==> src/rtl/axis_home_seq_if.sv <==
// Signal bundle between the homing sequencer (slave side) and its requester
// plus the per-axis home managers (master side).
interface axis_home_seq_if #(
    parameter int NUM_AXES = 3
);
    logic                start;
    logic                abort;
    logic [NUM_AXES-1:0] axis_homed;
    logic [NUM_AXES-1:0] home_pulse;
    logic                busy;
    logic                done;
    logic                error;
    logic [2:0]          err_axis;

    modport master (
        output start, abort, axis_homed,
        input  home_pulse, busy, done, error, err_axis
    );

    modport slave (
        input  start, abort, axis_homed,
        output home_pulse, busy, done, error, err_axis
    );
endinterface

==> src/rtl/axis_home_seq.sv <==
// Homing sequencer: homes axes from NUM_AXES-1 down to 0, un-homing first any axis already homed.
// Define HOME_TIMEOUT_EN to add a per-wait watchdog that parks the sequencer in FAULT.
module axis_home_seq #(
    parameter int          NUM_AXES       = 3,
    parameter int unsigned TIMEOUT_CYCLES = 32'd100_000_000
) (
    input logic            clk,
    input logic            rst,
    axis_home_seq_if.slave bus
);
    typedef enum logic [2:0] {
        IDLE       = 3'd0,
        LOAD       = 3'd1,
        UNHOME     = 3'd2,
        WAIT_LOW   = 3'd3,
        KICK       = 3'd4,
        WAIT_HOMED = 3'd5,
        NEXT       = 3'd6,
        FAULT      = 3'd7
    } state_t;

    localparam logic [2:0] LAST_AXIS = 3'(NUM_AXES - 1);

    if (NUM_AXES < 1 || NUM_AXES > 8 || TIMEOUT_CYCLES < 2) begin : g_bad_cfg
        $error("axis_home_seq: NUM_AXES must be 1..8 and TIMEOUT_CYCLES at least 2");
    end

    state_t              state;
    logic [2:0]          idx;
    logic [7:0]          homed_ext;
    logic                cur_homed;
    logic [NUM_AXES-1:0] pulse_mask;

    // Widen to 8 bits so the 3-bit axis index never runs past the vector.
    assign homed_ext  = 8'(bus.axis_homed);
    assign cur_homed  = homed_ext[idx];
    assign pulse_mask = NUM_AXES'(8'd1 << idx);

`ifdef HOME_TIMEOUT_EN
    logic [31:0] wdog;
    logic        wdog_expired;
    logic        error_q;
    logic [2:0]  err_axis_q;

    assign wdog_expired = (wdog == 32'(TIMEOUT_CYCLES - 1));
    assign bus.error    = error_q;
    assign bus.err_axis = err_axis_q;
`else
    assign bus.error    = 1'b0;
    assign bus.err_axis = 3'd0;
`endif

    always_ff @(posedge clk) begin
        if (rst) begin
            state          <= IDLE;
            idx            <= 3'd0;
            bus.home_pulse <= '0;
            bus.busy       <= 1'b0;
            bus.done       <= 1'b0;
`ifdef HOME_TIMEOUT_EN
            wdog           <= 32'd0;
            error_q        <= 1'b0;
            err_axis_q     <= 3'd0;
`endif
        end else begin
            bus.home_pulse <= '0;
            bus.done       <= 1'b0;
            // Abort beats everything except reset, including a simultaneous start.
            if (bus.abort) begin
                state    <= IDLE;
                bus.busy <= 1'b0;
            end else begin
                case (state)
                    IDLE, FAULT: begin
                        if (bus.start) begin
                            state    <= LOAD;
                            idx      <= LAST_AXIS;
                            bus.busy <= 1'b1;
`ifdef HOME_TIMEOUT_EN
                            error_q    <= 1'b0;
                            err_axis_q <= 3'd0;
`endif
                        end
                    end
                    LOAD: begin
                        state          <= cur_homed ? UNHOME : KICK;
                        bus.home_pulse <= pulse_mask;
                    end
                    UNHOME: begin
                        state <= WAIT_LOW;
`ifdef HOME_TIMEOUT_EN
                        wdog  <= 32'd0;
`endif
                    end
                    WAIT_LOW: begin
                        if (!cur_homed) begin
                            state          <= KICK;
                            bus.home_pulse <= pulse_mask;
                        end
`ifdef HOME_TIMEOUT_EN
                        else if (wdog_expired) begin
                            state      <= FAULT;
                            bus.busy   <= 1'b0;
                            error_q    <= 1'b1;
                            err_axis_q <= idx;
                        end else begin
                            wdog <= wdog + 32'd1;
                        end
`endif
                    end
                    KICK: begin
                        state <= WAIT_HOMED;
`ifdef HOME_TIMEOUT_EN
                        wdog  <= 32'd0;
`endif
                    end
                    WAIT_HOMED: begin
                        if (cur_homed) begin
                            state <= NEXT;
                        end
`ifdef HOME_TIMEOUT_EN
                        else if (wdog_expired) begin
                            state      <= FAULT;
                            bus.busy   <= 1'b0;
                            error_q    <= 1'b1;
                            err_axis_q <= idx;
                        end else begin
                            wdog <= wdog + 32'd1;
                        end
`endif
                    end
                    NEXT: begin
                        if (idx == 3'd0) begin
                            state    <= IDLE;
                            bus.busy <= 1'b0;
                            bus.done <= 1'b1;
                        end else begin
                            state <= LOAD;
                            idx   <= idx - 3'd1;
                        end
                    end
                    default: begin
                        state    <= IDLE;
                        bus.busy <= 1'b0;
                    end
                endcase
            end
        end
    end
endmodule

==> src/flat_wrapper.sv <==
// flat-port wrapper written by rule: the top's interface ports become plain ports
module axis_home_seq_flat 
#(
    parameter int          NUM_AXES       = 3,
    parameter int unsigned TIMEOUT_CYCLES = 32'd100_000_000
)
  (clk, rst, bus_start, bus_abort, bus_axis_homed, bus_home_pulse, bus_busy, bus_done, bus_error, bus_err_axis);
  axis_home_seq_if #(.NUM_AXES(NUM_AXES)) bus_i ();
  input logic clk;
  input logic rst;
  input wire logic [$bits(bus_i.start)-1:0] bus_start;
  input wire logic [$bits(bus_i.abort)-1:0] bus_abort;
  input wire logic [$bits(bus_i.axis_homed)-1:0] bus_axis_homed;
  output wire logic [$bits(bus_i.home_pulse)-1:0] bus_home_pulse;
  output wire logic [$bits(bus_i.busy)-1:0] bus_busy;
  output wire logic [$bits(bus_i.done)-1:0] bus_done;
  output wire logic [$bits(bus_i.error)-1:0] bus_error;
  output wire logic [$bits(bus_i.err_axis)-1:0] bus_err_axis;
  assign bus_i.start = bus_start;
  assign bus_i.abort = bus_abort;
  assign bus_i.axis_homed = bus_axis_homed;
  assign bus_home_pulse = bus_i.home_pulse;
  assign bus_busy = bus_i.busy;
  assign bus_done = bus_i.done;
  assign bus_error = bus_i.error;
  assign bus_err_axis = bus_i.err_axis;
  axis_home_seq #(.NUM_AXES(NUM_AXES), .TIMEOUT_CYCLES(TIMEOUT_CYCLES)) u_core (.clk(clk), .rst(rst), .bus(bus_i));
endmodule
==> config.mk <==
export PLATFORM = sky130hd
export DESIGN_NAME = axis_home_seq_flat
export DESIGN_NICKNAME = d
export VERILOG_FILES = /design/src/rtl/axis_home_seq_if.sv /design/src/rtl/axis_home_seq.sv /design/src/flat_wrapper.sv
export SDC_FILE = /design/constraint.sdc
export NUM_CORES = 1
export LEC_CHECK = 0
export ABC_AREA = 1
export CORE_ASPECT_RATIO = 1.1
export CORE_UTILIZATION = 43
export DETAILED_ROUTE_END_ITERATION = 10
export PLACE_DENSITY = 0.73
export SLEW_MARGIN = 40
export SYNTH_ARGS = -nofsm -noshare
export SYNTH_HDL_FRONTEND = slang
export SYNTH_SLANG_ARGS = --single-unit
==> constraint.sdc <==
create_clock -name clk -period 1.4 [get_ports clk]
set_clock_uncertainty 0.1 [all_clocks]
set_input_delay 0.21 -clock clk [delete_from_list [all_inputs] [get_ports clk]]
set_output_delay 0.21 -clock clk [all_outputs]
set_load 0.05 [all_outputs]
==> flow_metrics.env, run 1 <==
export IMPL_synth_ff_latch_count=11
export IMPL_core_sq_mm=0.00144
export IMPL_rows=14
export IMPL_num_antenna_cells=0
export IMPL_min_period_ns=1.34
export IMPL_ant_nets=0
export IMPL_critPathSlowestCell="dfxtp_2"
export IMPL_hold_path_depth=2
export IMPL_fin_tns_setup_ns=0
export IMPL_pwr_share_seq=0.411
export IMPL_antenna_found_initial=0
export IMPL_p_int_w=0.000549
export IMPL_use_met1=0.246
export IMPL_synth_top_cells_by_count="nand2_1 (22), nor2_1 (17), dfxtp_1 (11), inv_1 (10)"
export IMPL_syn_area_sq_um=702
export IMPL_drc=0
export IMPL_cts_tree="yes"
export IMPL_holdCritPathClass="flip-flop to flip-flop"
export IMPL_place_area_sq_um=931
export IMPL_drtIter0Drc=11
export IMPL_fp_dieH_um=44.4
export IMPL_io_buffer_count=11
export IMPL_synth_cell_types=24
export IMPL_grt_busiest_layer="met2"
export IMPL_final_max_slew_viol_count=0
export IMPL_synth_area_per_cell_sq_um=6.88
export IMPL_ys_flop_type="dfxtp_1"
export IMPL_start_util=0.489
export IMPL_wl_per_cell_um=10.4
export IMPL_setup_worst_path_start_class="flip-flop"
export IMPL_finalHoldViolCount=0
export IMPL_gp_congestion=0.806
export IMPL_fp_dieArea_sq_mm=0.00180
export IMPL_end_kind="flip-flop"
export IMPL_layout_worst_path_cycle_share=0.955
export IMPL_crit_top_cell="nand2_2"
export IMPL_grt_pass1_vias=636
export IMPL_power_switching_w=0.000293
export IMPL_outcome="completed"
export IMPL_final_nets=137
export IMPL_pwr_share_comb=0.319
export IMPL_cp_required_ns=1.47
export IMPL_synthTopCellsByArea="dfxtp_1 (31%), nand2_1 (12%), nor2_1 (9.1%)"
export IMPL_cp_slowest_stage_delay_ns=0.36
export IMPL_ir_drop_uv=653
export IMPL_htreeDepth=1
export IMPL_grt_max_degree=8
export IMPL_arrival_ns=1.41
export IMPL_grt_util_met3=0.0452
export IMPL_cts_root_buffer="clkbuf_4"
export IMPL_worstSkewPairLatency_ns=0.27
export IMPL_gr_total_overflow=0
export IMPL_grt_pass1_wl_mm=2.38
export IMPL_nFillCells=127
export IMPL_cts_sinks=11
export IMPL_synth_edf_count=0
export IMPL_vias=686
export IMPL_synth_seq_area_share=0.314
export IMPL_p_leak_nw=0.458
export IMPL_path_class="flip-flop to flip-flop"
export IMPL_drtPass1Iterations=4
export IMPL_grt_usage=0.195
export IMPL_syn2layout_area_growth_pct=41.9
export IMPL_syn_inst=102
export IMPL_setup_viol=0
export IMPL_yosys_warnings=0
export IMPL_maxCapViolCount=0
export IMPL_clock_path_buffers=2
export IMPL_drt_wl_total_mm=1.47
export IMPL_rsz0062_at_grt="true"
export IMPL_final_layout_size_suffix_gt1_frac=0.304
export IMPL_worstPathCellList="inv_2 -> ha_1 -> nand2_1 -> nand2_2 -> nand2_2 -> nand2_4 -> o21ai_1 -> nor2_1"
export IMPL_clock_fmax_mhz=748
export IMPL_ioPinCount=16
export IMPL_p_per_area_mw_per_mm2=846
export IMPL_synth_top_area_frac=0.314
export IMPL_power_total_w=0.000842
export IMPL_clkPwrFrac=0.269
export IMPL_synth_most_common_cell="nand2_1"
export IMPL_r2r_cells=8
export IMPL_finalInstanceArea_sq_um=996
export IMPL_grtUsageMet2=0.302
export IMPL_worstPathMaxFanout=4
export IMPL_yosysTopAreaCell="dfxtp_1"
export IMPL_die_w_um=40.5
export IMPL_hpwl_mm=1.17
export IMPL_synthArstFlopShare=0
export IMPL_cts_clk_slew_worst_paths_ns=0.07
export IMPL_netSwitchingFraction=0.348
export IMPL_numCtsBuffers=3
export IMPL_vias_per_cell=4.87
==> sequential cells by signal, indices dropped and copies added, names as in the netlist <==
name,flops
u_core.bus.busy,1
u_core.bus.done,1
u_core.bus.home_pulse,3
u_core.idx,3
u_core.state,3
==> layer usage <==
layer	up-vias	routed length, um
met5	-	0
met4	0	19
met3	3	75
met2	19	685
met1	302	691
li1	362	-
==> power groups by stage <==
stage / registers, W / clock network [W] / logic [W]
floorplan: 0.000361 / 0 / 0.000166
global placement: 0.000350 / 0 / 0.000249
detailed placement: 0.000351 / 0 / 0.000253
CTS: 0.000345 / 0.000232 / 0.000256
global route: 0.000349 / 0.000243 / 0.000298
finish: 0.000346 / 0.000227 / 0.000269
==> stage by stage <==
stage               worst slack (ns)   util  hold slack (ns)  cells
floorplan                     0.0553      -            0.179    105
global placement              -0.156  0.648            0.392    137
detailed placement            -0.201  0.648            0.392    137
CTS                           0.0117  0.670            0.404    141
global route                 -0.0153  0.693            0.447    141
finish                        0.0633  0.693            0.387    141
==> cells in the final DEF, fill, tap and decap left out, drive strengths merged <==
cell	instances
a21oi	4
nand4	3
nand3b	1
clkbuf	4
o21bai	1
conb	4
nand3	5
nor3b	2
clkinv	1
xor2	1
ha	4
nor3	3
o21ai	7
dfxtp	11
buf	14
clkdlybuf4s50	6
nand2	25
inv	12
nor2	17
==> logic make-up after synthesis <==
group	Yosys count	share of synthesized area
XOR/XNOR	1	0.0125
AND/OR/NAND/NOR	56	0.389
flip-flops	11	0.314
buffers and inverters	17	0.114
adder cells (fa/ha/maj)	4	0.0713
AO/OA/AOI/OAI	12	0.0945
other	1	0.00534
==> path summary, 6_finish.rpt <==
path	start	end	slack, ns
max reg2reg	u_core.idx[0]	u_core.idx[0]	0.06
min reg2reg	u_core.idx[1]	u_core.idx[1]	0.39
max	u_core.idx[0]	u_core.idx[0]	0.06
min	u_core.idx[1]	u_core.idx[1]	0.39
==> worst max-delay path, delay by kind of cell (launching register included) <==
family / cells / cell delay, ns
adder cells (fa/ha/maj): 1 / 0.19
buffers and inverters: 1 / 0.06
AND/OR/NAND/NOR: 5 / 0.39
flip-flops: 1 / 0.36
AO/OA/AOI/OAI: 1 / 0.13
==> repair_timing <==
item / in CTS / in global routing
pin swaps: 1 / 4
hold buffers: 0 / 0
setup buffers: 0 / 0
gates cloned: 0 / 0
endpoints found under the hold margin: 0 / 0
gates resized for setup: 2 / 12
endpoints found under the setup margin: 3 / 9
==> layout make-up <==
class	count	area, sq um	area share
inverter	13	50.0	0.0503
sequential	11	228	0.229
tap	16	20.0	0.0201
multi-input combinational	77	440	0.442
clock buffer	4	26.3	0.0264
timing repair buffer	20	231	0.232
Note: power is estimated with default switching activity, not from simulation.
==> run 2, diff against run 1 <==
--- a/config.mk
+++ b/config.mk
@@ -9,6 +9,7 @@
 export CORE_ASPECT_RATIO = 1.1
 export CORE_UTILIZATION = 43
 export DETAILED_ROUTE_END_ITERATION = 10
+export GPL_TIMING_DRIVEN = 0
 export PLACE_DENSITY = 0.73
 export SLEW_MARGIN = 40
 export SYNTH_ARGS = -nofsm -noshare
==> run 2 against run 1 <==
  * Core utilization is 4.4 points lower
  * Maximum frequency shrank 0.11%
  * Sequential share of layout area is 2.2 points higher
  * Clock power shrank 2%
  * Global-route usage down 1.2 points
  * First-iteration DRC count grew 130%
  * Combinational power decreased by 6%
  * Register-to-register slack barely moved
  * Via count rose by 2.2%
  * Cell count is 1.4% lower
  * Setup slack worse by 0.0015 ns
  * Count of clock-buffer cells in the layout did not move
==> flow_metrics.env, run 2 (synthesis gave the netlist of run 1 again) <==
export IMPL_outcome="completed"
export IMPL_hold_path_depth=2
export IMPL_drt_wl_total_mm=1.45
export IMPL_core_sq_mm=0.00144
export IMPL_grt_usage=0.183
export IMPL_start_util=0.489
export IMPL_p_leak_nw=0.433
export IMPL_finalHoldViolCount=0
export IMPL_vias=701
export IMPL_htreeDepth=1
export IMPL_syn2layout_area_growth_pct=33.0
export IMPL_num_antenna_cells=0
export IMPL_arrival_ns=1.40
export IMPL_worstHoldEndpoint="u_core.bus.busy"
export IMPL_worstSkewPairLatency_ns=0.27
export IMPL_drtIter0Drc=25
export IMPL_numCtsBuffers=3
export IMPL_layout_common_cells="nand2_1 (18), nor2_1 (14), inv_1 (8)"
export IMPL_setup_viol=0
export IMPL_fin_ws_ns=0.0618
export IMPL_setup_worst_path_start_class="flip-flop"
export IMPL_ir_drop_uv=519
export IMPL_gp_congestion=0.742
export IMPL_placed_cells=132
export IMPL_vias_per_cell=5.04
export IMPL_drc=0
export IMPL_nFillCells=126
export IMPL_grt_max_degree=8
export IMPL_dp_slack_ns=-0.200
export IMPL_holdCritPathClass="flip-flop to flip-flop"
export IMPL_rows=14
export IMPL_rrSetupSlack_ns=0.06
export IMPL_p_per_area_mw_per_mm2=887
export IMPL_hp_start="u_core.bus.busy"
export IMPL_r2r_cells=7
export IMPL_fp_dieArea_sq_mm=0.00180
export IMPL_antenna_found_initial=0
export IMPL_fp_dieH_um=44.4
export IMPL_ant_nets=0
export IMPL_cts_clk_slew_worst_paths_ns=0.08
export IMPL_r2r_start="u_core.state[2]"
export IMPL_final_max_slew_viol_count=0
export IMPL_cts_root_buffer="clkbuf_4"
export IMPL_io_buffer_count=11
export IMPL_final_layout_size_suffix_gt1_frac=0.341
export IMPL_drtPass1Iterations=4
export IMPL_hold_buffers=0
export IMPL_end_kind="flip-flop"
export IMPL_register_area_sq_um=234
export IMPL_layout_worst_path_cycle_share=0.956
export IMPL_clock_fmax_mhz=747
export IMPL_r2r_end="u_core.idx[0]"
export IMPL_grt_pass1_wl_mm=2.36
export IMPL_cts_tree="yes"
export IMPL_min_period_ns=1.34
export IMPL_hpwl_mm=1.01
export IMPL_path_class="flip-flop to flip-flop"
export IMPL_cp_required_ns=1.46
export IMPL_gr_total_overflow=0
export IMPL_stdcell_count=139
export IMPL_ioPinCount=16
export IMPL_largestRegisters="u_core.bus.home_pulse x3, u_core.idx x3, u_core.state x3"
export IMPL_worstPathMaxFanout=7
export IMPL_layout_commonest_cell="nand2_1"
export IMPL_grt_pass1_vias=613
export IMPL_final_nets=135
export IMPL_clock_path_buffers=2
export IMPL_multi_input_area_sq_um=457
export IMPL_maxCapViolCount=0
export IMPL_die_w_um=40.5
export IMPL_wl_per_cell_um=10.5
export IMPL_cts_sinks=11
## run 2: cell types whose count changed in the layout (fill, tap and decap cells not counted), sizes merged
cell	change
clkdlybuf4s15	+1
clkbuf	+4
buf	-7
## run 2: critical path, cell delays in order, from the launching register on
cell     delay [ns]
dfxtp_4        0.38
inv_2          0.08
nor3_4         0.21
nand2_2        0.11
nand2_4        0.10
nand2_4        0.06
o21ai_1        0.13
nor2_1         0.05
## run 2: metrics by stage
step	hold slack (ns)	power [W]	cell area, sq um	utilization	TNS [ns]
after floorplan	0.179	0.000528	713	-	0
after global placement	0.368	0.000575	843	0.587	-1.37
after detailed placement	0.377	0.000579	843	0.587	-1.51
after CTS	0.389	0.000804	877	0.611	0
after global routing	0.428	0.000878	933	0.650	-0.0159
final	0.396	0.000828	933	0.650	0
## run 2: cell type report
type / instances / area share
multi-input cells: 77 / 0.489
flip-flops and latches: 11 / 0.251
repair buffers: 14 / 0.122
inverters: 13 / 0.0563
plain buffers: 4 / 0.0322
clock buffers: 4 / 0.0282
well taps: 16 / 0.0214
## run 2: where the power goes
part	switching, W	internal, W
Combinational	0.000157	0.0000963
Sequential	0.0000237	0.000328
Clock	0.000112	0.000110
## run 2: per-layer routing
| layer | share of wire | vias to the layer above | global-route usage |
|---|---|---|---|
| li1 | - | 360 | - |
| met5 | 0 | - | 0 |
| met1 | 0.47 | 311 | 0.238 |
| met3 | 0.066 | 0 | 0.0452 |
| met2 | 0.46 | 30 | 0.289 |
| met4 | 0 | 0 | 0.0600 |
## run 2: worst max-delay path by stage
stage | from | endpoint | slack (ns) | cells after the start
3_3_place_gp | bus_axis_homed[1] | u_core.bus.home_pulse[1] | -0.19 | 6
4_1_cts | u_core.bus.home_pulse[1] | bus_home_pulse[1] | 0.0006 | 1
6_report | u_core.state[2] | u_core.idx[0] | 0.06 | 7
5_1_grt | u_core.idx[1] | u_core.idx[0] | -0.02 | 8
3_5_place_dp | bus_axis_homed[1] | u_core.state[1] | -0.20 | 9
2_1_floorplan | u_core.idx[0] | u_core.idx[1] | 0.06 | 8
## run 2: repair_timing
action,CTS,global route
buffers inserted,0,3
pin swaps,1,3
setup endpoints to repair,8,14
resized for setup,15,23
cloned,0,0
